**src/rtl/rysy_uart_tx.sv**
```systemverilog
// Memory-mapped 8N1 UART transmitter for the rysy_core data bus: 16-byte register
// window, 4-entry TX FIFO, one-cycle registered read data that is 0 when not selected.
module rysy_uart_tx #(
  parameter logic [31:0] BASE_ADDR    = 32'h0000_1000,
  parameter logic [15:0] CLKS_PER_BIT = 16'd868,
  parameter int unsigned FIFO_DEPTH   = 4
) (
  input  logic        clk,
  input  logic        rst,
  input  logic [31:0] addr,
  input  logic [31:0] wdata,
  input  logic        we,
  input  logic [3:0]  be,
  output logic [31:0] rdata,
  output logic        tx,
  output logic        irq
);

  localparam int unsigned PTR_W = (FIFO_DEPTH > 1) ? $clog2(FIFO_DEPTH) : 1;
  localparam int unsigned CNT_W = $clog2(FIFO_DEPTH + 1);

  typedef enum logic [1:0] {IDLE, START, DATA, STOP} state_t;

  state_t             state;
  logic [7:0]         mem [FIFO_DEPTH];
  logic [PTR_W-1:0]   wr_ptr, rd_ptr;
  logic [CNT_W-1:0]   count, count_nxt;
  logic               ovf;
  logic [15:0]        baud_div, baud_new, div, baud_cnt;
  logic [2:0]         bit_idx;
  logic [7:0]         shift;

  logic        sel, empty, full, busy, pop, push, baud_tick, irq_nxt;
  logic        wr_txdata, wr_status, wr_baud;
  logic [1:0]  off;
  logic [31:0] status_val, rd_val;

  // Bus decode, FIFO handshake and read mux
  always_comb begin
    sel        = (addr[31:4] == BASE_ADDR[31:4]);
    off        = addr[3:2];
    wr_txdata  = we && sel && (off == 2'd0) && be[0];
    wr_status  = we && sel && (off == 2'd1) && be[0] && wdata[3];
    wr_baud    = we && sel && (off == 2'd2) && (be[0] || be[1]);
    empty      = (count == '0);
    full       = (count == CNT_W'(FIFO_DEPTH));
    busy       = (state != IDLE);
    pop        = (state == IDLE) && !empty;
    push       = wr_txdata && (!full || pop);
    count_nxt  = count + CNT_W'(push) - CNT_W'(pop);
    baud_tick  = (baud_cnt == div - 16'd1);
    baud_new   = {be[1] ? wdata[15:8] : baud_div[15:8], be[0] ? wdata[7:0] : baud_div[7:0]};
    if (baud_new == 16'd0) baud_new = 16'd1;
    // Interrupt tracks the post-edge state so it updates together with state/count
    irq_nxt    = (count_nxt == '0) &&
                 (((state == IDLE) && empty) || ((state == STOP) && baud_tick));
    status_val = {25'b0, 3'(count), ovf, empty, full, busy};
    rd_val     = 32'd0;
    case (off)
      2'd1:    rd_val = status_val;
      2'd2:    rd_val = {16'b0, baud_div};
      default: rd_val = 32'd0;
    endcase
  end

  // FIFO storage, no reset needed
  always_ff @(posedge clk) begin
    if (push) mem[wr_ptr] <= wdata[7:0];
  end

  // FIFO pointers, overflow flag, divisor register and read data
  always_ff @(posedge clk) begin
    if (rst) begin
      wr_ptr   <= '0;
      rd_ptr   <= '0;
      count    <= '0;
      ovf      <= 1'b0;
      baud_div <= CLKS_PER_BIT;
      rdata    <= 32'd0;
    end else begin
      if (push) wr_ptr <= wr_ptr + PTR_W'(1);
      if (pop)  rd_ptr <= rd_ptr + PTR_W'(1);
      count <= count_nxt;
      if (wr_status) ovf <= 1'b0;
      if (wr_txdata && !push) ovf <= 1'b1;
      if (wr_baud) baud_div <= baud_new;
      rdata <= sel ? rd_val : 32'd0;
    end
  end

  // Transmit FSM; tx and irq are registered alongside the state
  always_ff @(posedge clk) begin
    if (rst) begin
      state    <= IDLE;
      tx       <= 1'b1;
      irq      <= 1'b1;
      div      <= CLKS_PER_BIT;
      baud_cnt <= 16'd0;
      bit_idx  <= 3'd0;
      shift    <= 8'd0;
    end else begin
      irq <= irq_nxt;
      case (state)
        IDLE: begin
          tx <= 1'b1;
          if (pop) begin
            shift    <= mem[rd_ptr];
            div      <= baud_div;
            baud_cnt <= 16'd0;
            bit_idx  <= 3'd0;
            tx       <= 1'b0;
            state    <= START;
          end
        end
        START: begin
          if (baud_tick) begin
            baud_cnt <= 16'd0;
            tx       <= shift[0];
            state    <= DATA;
          end else begin
            baud_cnt <= baud_cnt + 16'd1;
          end
        end
        DATA: begin
          if (baud_tick) begin
            baud_cnt <= 16'd0;
            if (bit_idx == 3'd7) begin
              tx    <= 1'b1;
              state <= STOP;
            end else begin
              shift   <= shift >> 1;
              bit_idx <= bit_idx + 3'd1;
              tx      <= shift[1];
            end
          end else begin
            baud_cnt <= baud_cnt + 16'd1;
          end
        end
        STOP: begin
          if (baud_tick) begin
            baud_cnt <= 16'd0;
            tx       <= 1'b1;
            state    <= IDLE;
          end else begin
            baud_cnt <= baud_cnt + 16'd1;
          end
        end
        default: state <= IDLE;
      endcase
    end
  end

  logic unused_bits;
  assign unused_bits = ^{addr[1:0], wdata[31:16], be[3:2]};

endmodule
```
**config.mk**
```make
export PLATFORM = sky130hd
export DESIGN_NAME = rysy_uart_tx
export DESIGN_NICKNAME = d
export VERILOG_FILES = /design/src/rtl/rysy_uart_tx.sv
export SDC_FILE = /design/constraint.sdc
export NUM_CORES = 1
export LEC_CHECK = 0
export ABC_AREA = 1
export CAP_MARGIN = 30
export CORE_MARGIN = 2
export CORE_UTILIZATION = 35
export DETAILED_ROUTE_END_ITERATION = 8
export SYNTH_ARGS = -nofsm -noshare
export SYNTH_HDL_FRONTEND = slang
export SYNTH_SLANG_ARGS = --single-unit
export TNS_END_PERCENT = 30
```
**constraint.sdc**
```tcl
create_clock -name clk -period 4.11 [get_ports clk]
set_input_delay 1.233 -clock clk [delete_from_list [all_inputs] [get_ports clk]]
set_output_delay 1.233 -clock clk [all_outputs]
set_load 0.1 [all_outputs]
```
==> results of run 1 <==
[kinds of logic after synthesis]
| kind of cell | count (synthesis) |
|---|---|
| AOI/OAI and AO/OA | 141 |
| xor gates and xnor gates | 22 |
| and+or+nand+nor | 396 |
| adders and majority gates | 19 |
| other | 1 |
| buffers and inverters | 146 |
| DFF | 121 |
[metal layers]
layer  routed length [um]  vias to the layer above  global-route usage [%]
met2                 6860                      137                    25.6
met3                  806                       14                    4.14
li1                     -                     2880                       -
met1                 7170                     2443                    21.1
met4                  175                        0                    4.73
met5                    0                        -                       0
[Yosys cell counts (2+ instances only)]
| library cell | number |
|---|---|
| nand2_1 | 185 |
| nor2_1 | 105 |
| inv_1 | 98 |
| dfxtp_1 | 89 |
| a21oi_1 | 55 |
| o21ai_0 | 50 |
| edfxtp_1 | 32 |
| nand3_1 | 32 |
| clkbuf_1 | 18 |
| ha_1 | 18 |
| nand4_1 | 18 |
| buf_4 | 17 |
| nor3_1 | 17 |
| o21a_1 | 14 |
| xor2_1 | 12 |
| nor4_1 | 10 |
| xnor2_1 | 10 |
| a32o_1 | 7 |
| o211ai_1 | 7 |
| nor2_2 | 6 |
| nand2_2 | 5 |
| buf_1 | 4 |
| nand2_4 | 4 |
| or2_2 | 4 |
| buf_6 | 3 |
| clkinv_1 | 3 |
| nand3b_1 | 3 |
| nor2_4 | 3 |
| buf_2 | 2 |
[registers in the layout, summed over array words and instances, names as in the netlist, 2 cells and up, named ones only]
register and flops:
baud_cnt 16, rdata 16, count 3, bit_idx 3, wr_ptr 2, mem 32
baud_div 16, state 2, shift 8, div 16, rd_ptr 2
[power breakdown]
group	total, mW	internal, mW	switching (mW)
Clock	1.40	0.792	0.611
Combinational	1.57	0.540	1.03
Sequential	1.56	1.39	0.176
[through the flow]
stage	instance area, um^2	instances
detailed placement	7270	1129
floorplan	6440	861
finish	7820	1161
global route	7820	1161
global placement	7270	1129
CTS	7820	1161
[final cells by class]
class / instances / area (um^2)
sequential: 121 / 2740
clock inverter: 15 / 130
clock buffer: 17 / 425
multi-input combinational: 594 / 3060
timing repair buffer: 83 / 793
fill: 1822 / 10100
inverter: 102 / 383
tap: 229 / 287
[path summary, 6_finish.rpt]
check,startpoint,endpoint,cells past startpoint
max,addr[31],irq,15
min,rd_ptr[1],rd_ptr[1],2
max reg2reg,state[1],shift[7],11
min reg2reg,rd_ptr[1],rd_ptr[1],2
[layout by cell type (no fill, tap or decap), types with 3 or more instances in the layout]
master           Yosys  layout
nand2_1            185     185
nor2_1             105     105
inv_1               98      98
dfxtp_1             89      89
clkdlybuf4s50_1      0      68
a21oi_1             55      55
o21ai_0             50      50
nand3_1             32      32
edfxtp_1            32      32
nand4_1             18      18
ha_1                18      18
nor3_1              17      17
clkbuf_16            0      17
conb_1               1      16
buf_4               17      15
o21a_1              14      14
xor2_1              12      12
xnor2_1             10      10
nor4_1              10      10
a32o_1               7       7
o211ai_1             7       7
nor2_2               6       6
inv_6                0       6
nand2_2              5       5
or2_2                4       4
nand2_4              4       4
clkinvlp_4           0       4
nor2_4               3       3
clkinv_1             3       3
nand3b_1             3       3
inv_8                0       3
[worst max-delay path: stages]
cell and delay, ns:
clkdlybuf4s50_1 0.42, or2_2 0.31, nor3_1 0.18, nand2_1 0.08, nor3_2 0.10, buf_4 0.15, nand4_1 0.14, ha_1 0.32
inv_1 0.04, ha_1 0.18, fa_1 0.37, xnor2_1 0.16, inv_1 0.08, nand4_1 0.10, nand2_1 0.05
==> results by group, run 1 <==
Detailed routing
  • DRT Pass-1 Iters: 5
  • Per-cell routed wire length: 12.9 um
  • Via Count: 5474
  • DR iter-0 viols: 270
  • Number of remaining DRC errors: 0
  • Final WL: 15.0 mm
  • Vias per cell: 4.71
  • ANT nets after route: 0

Logic synthesis
  • Post-synth EDFFs: 32
  • Prevailing post-synth register cell: dfxtp_1
  • Synth Area in Adders: 3.84%
  • Cell area after synthesis: 6380 um^2
  • Synth top area share: 27.9%
  • Async SR Flop Fraction: 0%
  • Mux contribution to synthesized area: 0%
  • Simple-gate area share of the yosys netlist: 27.4%
  • Avg Cell Area, Syn: 7.55 um^2
  • Synth area leaders: dfxtp_1 (28%), edfxtp_1 (15%), nand2_1 (11%)
  • Post-synth cell types: 44
  • Largest family of logic cells by synthesized area: simple AND/OR/NAND/NOR gates
  • Synth Instances: 846
  • Sequential element share of the synthesized area: 43.0%
  • XOR/XNOR Fraction of Synth Area: 3.02%
  • Compound-gate portion of the synthesized area: 12.7%
  • Cell taking the most area after synthesis: dfxtp_1
  • Yosys warnings: 0
  • Seq cells post-synth: 121

Power and ir drop
  • Leakage: 3.20 nW
  • Total Power: 4.54 mW
  • Peak VDD IR: 346 uV
  • P per Cell Area: 580 nW/um^2

STA
  • Worst-Margin Slew: 1.01 ns
  • Period utilization: 87.5%
  • Slack of the critical path: 0.514 ns
  • Final Setup Violations: 0
  • RSZ-0062 raised after global routing: no
  • Slew headroom: 32.7%
  • Minimum clock period: 3.60 ns
  • TNS Setup: 0 ns
  • Hold Fails Final Rpt: 0
  • Pins Over Slew Limit: 0
  • Min Hold Slack: 0.467 ns
  • Clk_skew: 0.00794 ns
  • Max Clk Rate: 278 MHz

Floorplanning
  • Die area: 19300 um^2
  • Die outline height: 139 um
  • FP Rows: 49
  • I/O pins: 105
  • Die W: 139 um
  • Core Area: 17900 um^2
  • Initial Util: 35.7%

Min path
  • Worst hold path type: flop to flop

Global route
  • Number of global-route vias before repair: 5107
  • Grt ovf: 0
  • Largest net degree at the start of global routing: 31
  • Antenna violations before repair: 0
  • GRT Overall Usage: 15.9%
  • First-pass GRT wire length: 24.9 mm

Finish
  • Fraction of layout cells with a size suffix above 1: 7.94%
  • Area Overhead vs Synth: 22.5%
  • Fin nets: 1009
  • Fin util: 43.7%
  • Inserted Diodes: 0

Clock tree
  • Sink Count: 121
  • CTS Root Cell: clkbuf_16
  • Clk Latency, worst-skew pair: 0.42 ns
  • CTS H-tree depth: 4
  • Cts hold-fix bufs: 0
  • Max Root-Sink Buffers: 2
  • Post-CTS setup buffer count: 0
  • Total CTS buffers: 17
  • Worst-path clk slew: 0.06 ns
  • Post-cts sizing count: 0
  • CTS tree: yes

Setup path
  • Critical path class: primary input to flop
  • Critical Path Start Type: primary input
  • Worst Path Max Fanout: 5
  • Worst EP required: 4.41 ns
  • CP arrival: 3.90 ns
  • R2R setup slack: 1.47 ns
  • CP Capture Type: flop

Placement
  • Detailed placement HPWL: 10.9 mm
  • DP Worst Slack: 0.0996 ns
  • Input/output buffers: 68
  • Gpl congestion: 0.812

Flow run
  • Maxcap violations: 0

Outcome
  • Outcome: finished clean
Power figures use the tool's default switching activity.
==> run 2, diff against run 1 <==
- CORE_ASPECT_RATIO: default -> 1.25
==> run 2 against run 1 <==
Net effect:
- clock skew increased by 0.00066 ns
- setup slack improved by 0.018 ns
- sequential cell count unchanged
- die area about the same
- first-iteration DRC count decreased by 19%
- register-to-register slack got worse by 0.13 ns
- largest power group is now clock
==> results by group, run 2 (synthesized netlist as in run 1, its figures left out) <==
Setup path
  • Critical Path Start Type: primary input
  • Slowest-stage cell, CP: clkdlybuf4s50_1
  • CP arrival: 3.88 ns (-0.02 ns)
  • Worst path bufs/invs: 3 (-1)
  • Crit-path max cell delay: 0.41 ns (about the same)
  • Worst Path Max Fanout: 2 (-3)
  • Critical path cell sequence: clkdlybuf4s50_1 -> or2_2 -> nor3_1 -> nand2_1 -> nor3_2 -> nand4_1 -> ha_1 -> inv_1 -> ha_1 -> fa_1 -> xnor2_1 -> inv_1 -> nand4_1 -> nand2_1
  • Worst EP required: 4.41 ns (about the same)
  • Critical path class: primary input to flop
  • Crit path max-delay family: simple AND/OR/NAND/NOR gates
  • CP Capture Type: flop

STA
  • Period utilization: 87.1% (-0.45 points)
  • RSZ-0062 raised after global routing: no
  • Final Setup Violations: 0 (unchanged)
  • Pins Over Slew Limit: 0 (unchanged)
  • Clk_skew: 0.00860 ns (+0.000662 ns)
  • Minimum clock period: 3.58 ns (-0.0184 ns)
  • TNS Setup: 0 ns (unchanged)
  • Slew headroom: 34.8% (+2.1 points)
  • Slack of the critical path: 0.532 ns (+0.0184 ns)
  • Hold Fails Final Rpt: 0 (unchanged)
  • Worst-Margin Slew: 0.975 ns (-0.0312 ns)
  • Max Clk Rate: 279 MHz (+0.51%)

Flow run
  • Maxcap violations: 0 (unchanged)

Global route
  • Grt ovf: 0 (unchanged)
  • Antenna violations before repair: 0 (unchanged)
  • GRT Overall Usage: 15.9% (-0.034 points)
  • Number of global-route vias before repair: 5061 (-0.90%)
  • Largest net degree at the start of global routing: 31 (unchanged)
  • First-pass GRT wire length: 24.4 mm (-1.9%)

Placement
  • Gpl congestion: 0.836 (+3.0%)
  • DP Area: 7240 um^2 (-0.43%)
  • Input/output buffers: 68 (unchanged)
  • Detailed placement HPWL: 11.0 mm (+0.94%)
  • DP Worst Slack: 0.0822 ns (-0.0174 ns)

Detailed routing
  • ANT nets after route: 0 (unchanged)
  • Final WL: 15.0 mm (+0.17%)
  • Via Count: 5391 (-1.5%)
  • Vias per cell: 4.66 (-1.1%)
  • DRT Pass-1 Iters: 4 (-1)
  • Per-cell routed wire length: 13.0 um (+0.60%)
  • Number of remaining DRC errors: 0 (unchanged)
  • DR iter-0 viols: 218 (-19%)

Clock tree
  • Post-cts sizing count: 0 (unchanged)
  • CTS tree: yes
  • Cts hold-fix bufs: 0 (unchanged)
  • Total CTS buffers: 17 (unchanged)
  • CTS Root Cell: clkbuf_16
  • Post-CTS setup buffer count: 0 (unchanged)
  • CTS H-tree depth: 4 (unchanged)
  • Max Root-Sink Buffers: 2 (unchanged)
  • Worst-path clk slew: 0.06 ns (about the same)
  • Sink Count: 121 (unchanged)
  • Clk Latency, worst-skew pair: 0.42 ns (about the same)

Floorplanning
  • FP Rows: 55 (+12%)
  • I/O pins: 105 (unchanged)
  • Die outline height: 155 um (+11%)
  • Core Area: 18000 um^2 (+0.33%)
  • Die W: 125 um (-10%)
  • Initial Util: 35.5% (-0.12 points)
  • Die area: 19300 um^2 (about the same)

Finish
  • Most common cell after layout, fill and taps aside: nand2_1
  • Largest register by flop count: mem
  • Inserted Diodes: 0 (unchanged)
  • Most frequent cells in the layout: nand2_1 (185), nor2_1 (105), inv_1 (98)
  • Final Instance Area: 7870 um^2 (+0.64%)
  • Area Overhead vs Synth: 23.3%
  • Filler Cells Inserted: 1774 (-2.6%)
  • Number of flip-flops in the largest register: 32 (unchanged)
  • Fin util: 43.8% (+0.14 points)
  • Fraction of layout cells with a size suffix above 1: 7.44% (-0.50 points)
  • Fin nets: 1005 (-0.40%)

Power and ir drop
  • P per Cell Area: 602 nW/um^2 (+3.8%)
  • Comb power frac: 32.8% (-1.9 points)
  • Total Power: 4.74 mW (+4.4%)
  • Internal: 2.95 mW (+8.5%)
  • Switching portion of total power: 37.8% (-2.3 points)
  • Sequential power share: 32.9% (-1.5 points)
  • Fraction of power consumed by the clock network: 34.3% (+3.4 points)
  • Peak VDD IR: 308 uV (-11%)
  • Leakage: 3.23 nW (+0.70%)
  • Switching pwr: 1.79 mW (-1.6%)

Outcome
  • Outcome: finished clean

Min path
  • Worst hold path type: flop to flop
==> run 2: metal layers <==
layer  wire [um]  part of all wire, %  global-route usage (%)  vias up
met5           0                    0                       0        -
met4         260                  1.7                    7.06        0
li1            -                    -                       -     2867
met3         645                  4.3                    3.34       19
met1        6800                   45                    18.7     2391
met2        7330                   49                    27.8      114
==> run 2: power by group through the flow <==
stage | Combinational (mW) | Clock [mW] | Sequential (mW)
floorplan | 1.26 | 0 | 1.57
global placement | 1.54 | 0 | 1.58
detailed placement | 1.56 | 0 | 1.58
CTS | 1.57 | 1.66 | 1.56
global route | 1.78 | 1.70 | 1.59
finish | 1.55 | 1.63 | 1.56
==> run 2: final timing paths <==
| path | from | cells past startpoint | end | slack [ns] |
|---|---|---|---|---|
| setup / recovery | addr[31] | 14 | irq | 0.53 |
| hold / removal | rd_ptr[1] | 2 | flop | 0.46 |
| setup reg to reg | state[0] | 13 | irq | 1.34 |
| hold reg to reg | rd_ptr[1] | 2 | flop | 0.46 |
==> run 2: metrics by stage <==
stage | instances | hold slack [ns]
floorplan | 861 | 0.432
global placement | 1124 | 0.447
detailed placement | 1124 | 0.456
CTS | 1156 | 0.464
global route | 1156 | 0.492
finish | 1156 | 0.460
==> run 2: worst reg2reg max path, delay by kind of cell (launching register included) <==
kind / cells / cell delay, ns
buffers and inverters: 5 / 0.68
xor gates and xnor gates: 1 / 0.16
DFF: 1 / 0.39
and+or+nand+nor: 3 / 0.23
adders and majority gates: 4 / 1.20
==> run 2: final cells by class <==
cell class | instances | area (um^2) | area share [%]
clock buffer | 18 | 429 | 5.45
clock inverter | 14 | 208 | 2.64
inverter | 102 | 383 | 4.86
multi-input combinational | 594 | 3060 | 38.9
sequential | 121 | 2740 | 34.8
tap | 228 | 285 | 3.62
timing repair buffer | 79 | 763 | 9.69
==> run 3, diff against run 2 <==
--- a/config.mk
+++ b/config.mk
@@ -7,4 +7,5 @@
 export LEC_CHECK = 0
 export ABC_AREA = 1
+export ABC_CLOCK_PERIOD_IN_PS = 4110
 export CAP_MARGIN = 30
 export CORE_ASPECT_RATIO = 1.25
==> constraint.sdc (replaced) <==
create_clock -name clk -period 4.11 [get_ports clk]
set_input_delay 0.6165 -clock clk [delete_from_list [all_inputs] [get_ports clk]]
set_output_delay 0.6165 -clock clk [all_outputs]
set_load 0.1 [all_outputs]
==> run 3 against run 2 <==
Net effect:
- count of clock-buffer cells in the layout is 1 higher
- worst hold slack better by 0.0034 ns
- fmax is 15% higher
- critical path depth stayed put
- clock power is 7% lower
- non-clock buffer count is 2 lower
- via count is 0.37% lower
- combinational power hardly changed
- critical path type unchanged
- critical endpoint unchanged
- largest cell class unchanged
==> results by group, run 3 (synthesized netlist as in run 1, its figures left out) <==
Finish
  • Fin nets: 1003 (-0.20%)
  • Post-route insts no fill: 1154 (-0.17%)
  • Number of flip-flops in the largest register: 32 (unchanged)
  • Most common cell after layout, fill and taps aside: nand2_1
  • Final Instance Area: 7820 um^2 (-0.64%)
  • Fraction of layout cells with a size suffix above 1: 7.02% (-0.42 points)
  • Area Overhead vs Synth: 22.5%
  • Largest register by flop count: mem
  • Inserted Diodes: 0 (unchanged)
  • Most frequent cells in the layout: nand2_1 (185), nor2_1 (105), inv_1 (98)

Global route
  • Met3 Use GR: 3.58% (+0.24 points)
  • Met2 Resource Use GR: 28.5% (+0.78 points)
  • GRT Overall Usage: 16.2% (+0.35 points)
  • Antenna violations before repair: 0 (unchanged)
  • Met1 track demand over resource: 19.2% (+0.46 points)
  • Grt ovf: 0 (unchanged)
  • Largest net degree at the start of global routing: 25 (-19%)
  • First-pass GRT wire length: 25.1 mm (+2.7%)
  • Top Usage Layer GRT: met2
  • Number of global-route vias before repair: 5183 (+2.4%)

Clock tree
  • Post-cts sizing count: 0 (unchanged)
  • Clk Latency, worst-skew pair: 0.42 ns (about the same)
  • CTS tree: yes
  • Worst-path clk slew: 0.06 ns (about the same)
  • Max Root-Sink Buffers: 2 (unchanged)
  • Sink Count: 121 (unchanged)
  • Post-CTS setup buffer count: 0 (unchanged)
  • CTS Root Cell: clkbuf_16
  • Cts hold-fix bufs: 0 (unchanged)
  • CTS H-tree depth: 4 (unchanged)
  • Total CTS buffers: 17 (unchanged)

Floorplanning
  • Initial Util: 35.5% (unchanged)
  • Core Area: 18000 um^2 (unchanged)
  • Die outline height: 155 um (unchanged)
  • FP Rows: 55 (unchanged)
  • I/O pins: 105 (unchanged)
  • Die W: 125 um (unchanged)
  • Die area: 19300 um^2 (unchanged)

Detailed routing
  • DRT Pass-1 Iters: 5 (+1)
  • Via Count: 5371 (-0.37%)
  • Final WL: 15.1 mm (+0.49%)
  • Number of remaining DRC errors: 0 (unchanged)
  • ANT nets after route: 0 (unchanged)
  • Vias per cell: 4.65 (-0.20%)
  • DR iter-0 viols: 214 (-1.8%)
  • Per-cell routed wire length: 13.1 um (+0.66%)

Setup path
  • Worst EP required: 4.40 ns (about the same)
  • Setup crit end: irq
  • Crit. Startpoint: addr[31]
  • Reg2reg start: state[0]
  • Worst Path Max Fanout: 5 (+3)
  • Critical Path Start Type: primary input
  • R2R setup slack: 1.31 ns (-0.03 ns)
  • CP arrival: 3.41 ns (-0.47 ns)
  • Reg2Reg Depth: 13 (unchanged)
  • RR Endpoint: irq
  • CP Capture Type: flop
  • Critical path class: primary input to flop

Min path
  • Worst hold path type: flop to flop

Placement
  • Placed insts: 1122 (-0.18%)
  • Gpl congestion: 0.814 (-2.7%)
  • Detailed placement HPWL: 11.1 mm (+1.4%)
  • DP Area: 7220 um^2 (-0.21%)
  • Input/output buffers: 68 (unchanged)

Power and ir drop
  • P per Cell Area: 592 nW/um^2 (-1.7%)
  • Peak VDD IR: 268 uV (-13%)
  • Leakage: 3.19 nW (-1.0%)

STA
  • Min Hold Slack: 0.463 ns (+0.00344 ns)
  • Final Setup Violations: 0 (unchanged)
  • Pins Over Slew Limit: 0 (unchanged)
  • TNS Setup: 0 ns (unchanged)
  • Hold Fails Final Rpt: 0 (unchanged)
  • Period utilization: 75.8% (-11 points)
  • Max Clk Rate: 321 MHz (+15%)
  • Minimum clock period: 3.12 ns (-0.463 ns)
  • RSZ-0062 raised after global routing: no
  • Clk_skew: 0.0201 ns (+0.0115 ns)
  • Worst-Margin Slew: 0.997 ns (+0.0214 ns)
  • Slew headroom: 33.3% (-1.4 points)

Flow run
  • Maxcap violations: 0 (unchanged)

Outcome
  • Outcome: finished clean
==> run 3: where the power goes <==
| group | internal, mW | switching, mW | total [mW] |
|---|---|---|---|
| Combinational | 0.533 | 1.03 | 1.56 |
| Sequential | 1.39 | 0.173 | 1.56 |
| Clock | 0.958 | 0.553 | 1.51 |
==> run 3: final cells by class <==
class,instances,area [um^2]
Clock buffer,19,433
Timing Repair Buffer,77,748
Sequential cell,121,2740
Tap cell,228,285
Clock inverter,13,169
Multi-Input combinational cell,594,3060
Inverter,102,383
Fill cell,1797,10100
==> run 3: stage by stage <==
| stage | power (mW) | setup slack [ns] | util, % |
|---|---|---|---|
| finish | 4.63 | 0.995 | 43.6 |
| global route | 4.98 | 0.720 | 43.6 |
| CTS | 4.67 | 0.956 | 43.6 |
| detailed placement | 3.15 | 0.523 | 40.2 |
| global placement | 3.12 | 0.581 | 40.2 |
| floorplan | 2.83 | 1.09 | - |
==> run 3: how the worst min path moves through the flow <==
stage           startpoint         to  cells after the start  slack, ns
2_1_floorplan  baud_div[5]   rdata[5]                      2       0.43
3_3_place_gp     rd_ptr[1]  rd_ptr[1]                      2       0.45
3_5_place_dp     rd_ptr[1]       flop                      2       0.45
4_1_cts          rd_ptr[1]       flop                      2       0.47
5_1_grt                ovf        ovf                      2       0.48
6_report         rd_ptr[1]       flop                      2       0.46
==> run 3: metal layers <==
| layer | vias to the layer above | wire (um) |
|---|---|---|
| met2 | 126 | 7490 |
| met4 | 0 | 216 |
| met3 | 8 | 748 |
| met5 | - | 0 |
| met1 | 2373 | 6650 |
| li1 | 2864 | - |
==> run 3: critical path, cell delays in order <==
cell	delay, ns
clkdlybuf4s50_1	0.41
or2_2	0.32
nor3_1	0.18
nand2_1	0.10
nor3_2	0.27
nand4_1	0.21
ha_1	0.33
inv_1	0.04
ha_1	0.18
fa_1	0.39
xnor2_1	0.16
inv_1	0.07
nand4_1	0.08
nand2_1	0.05
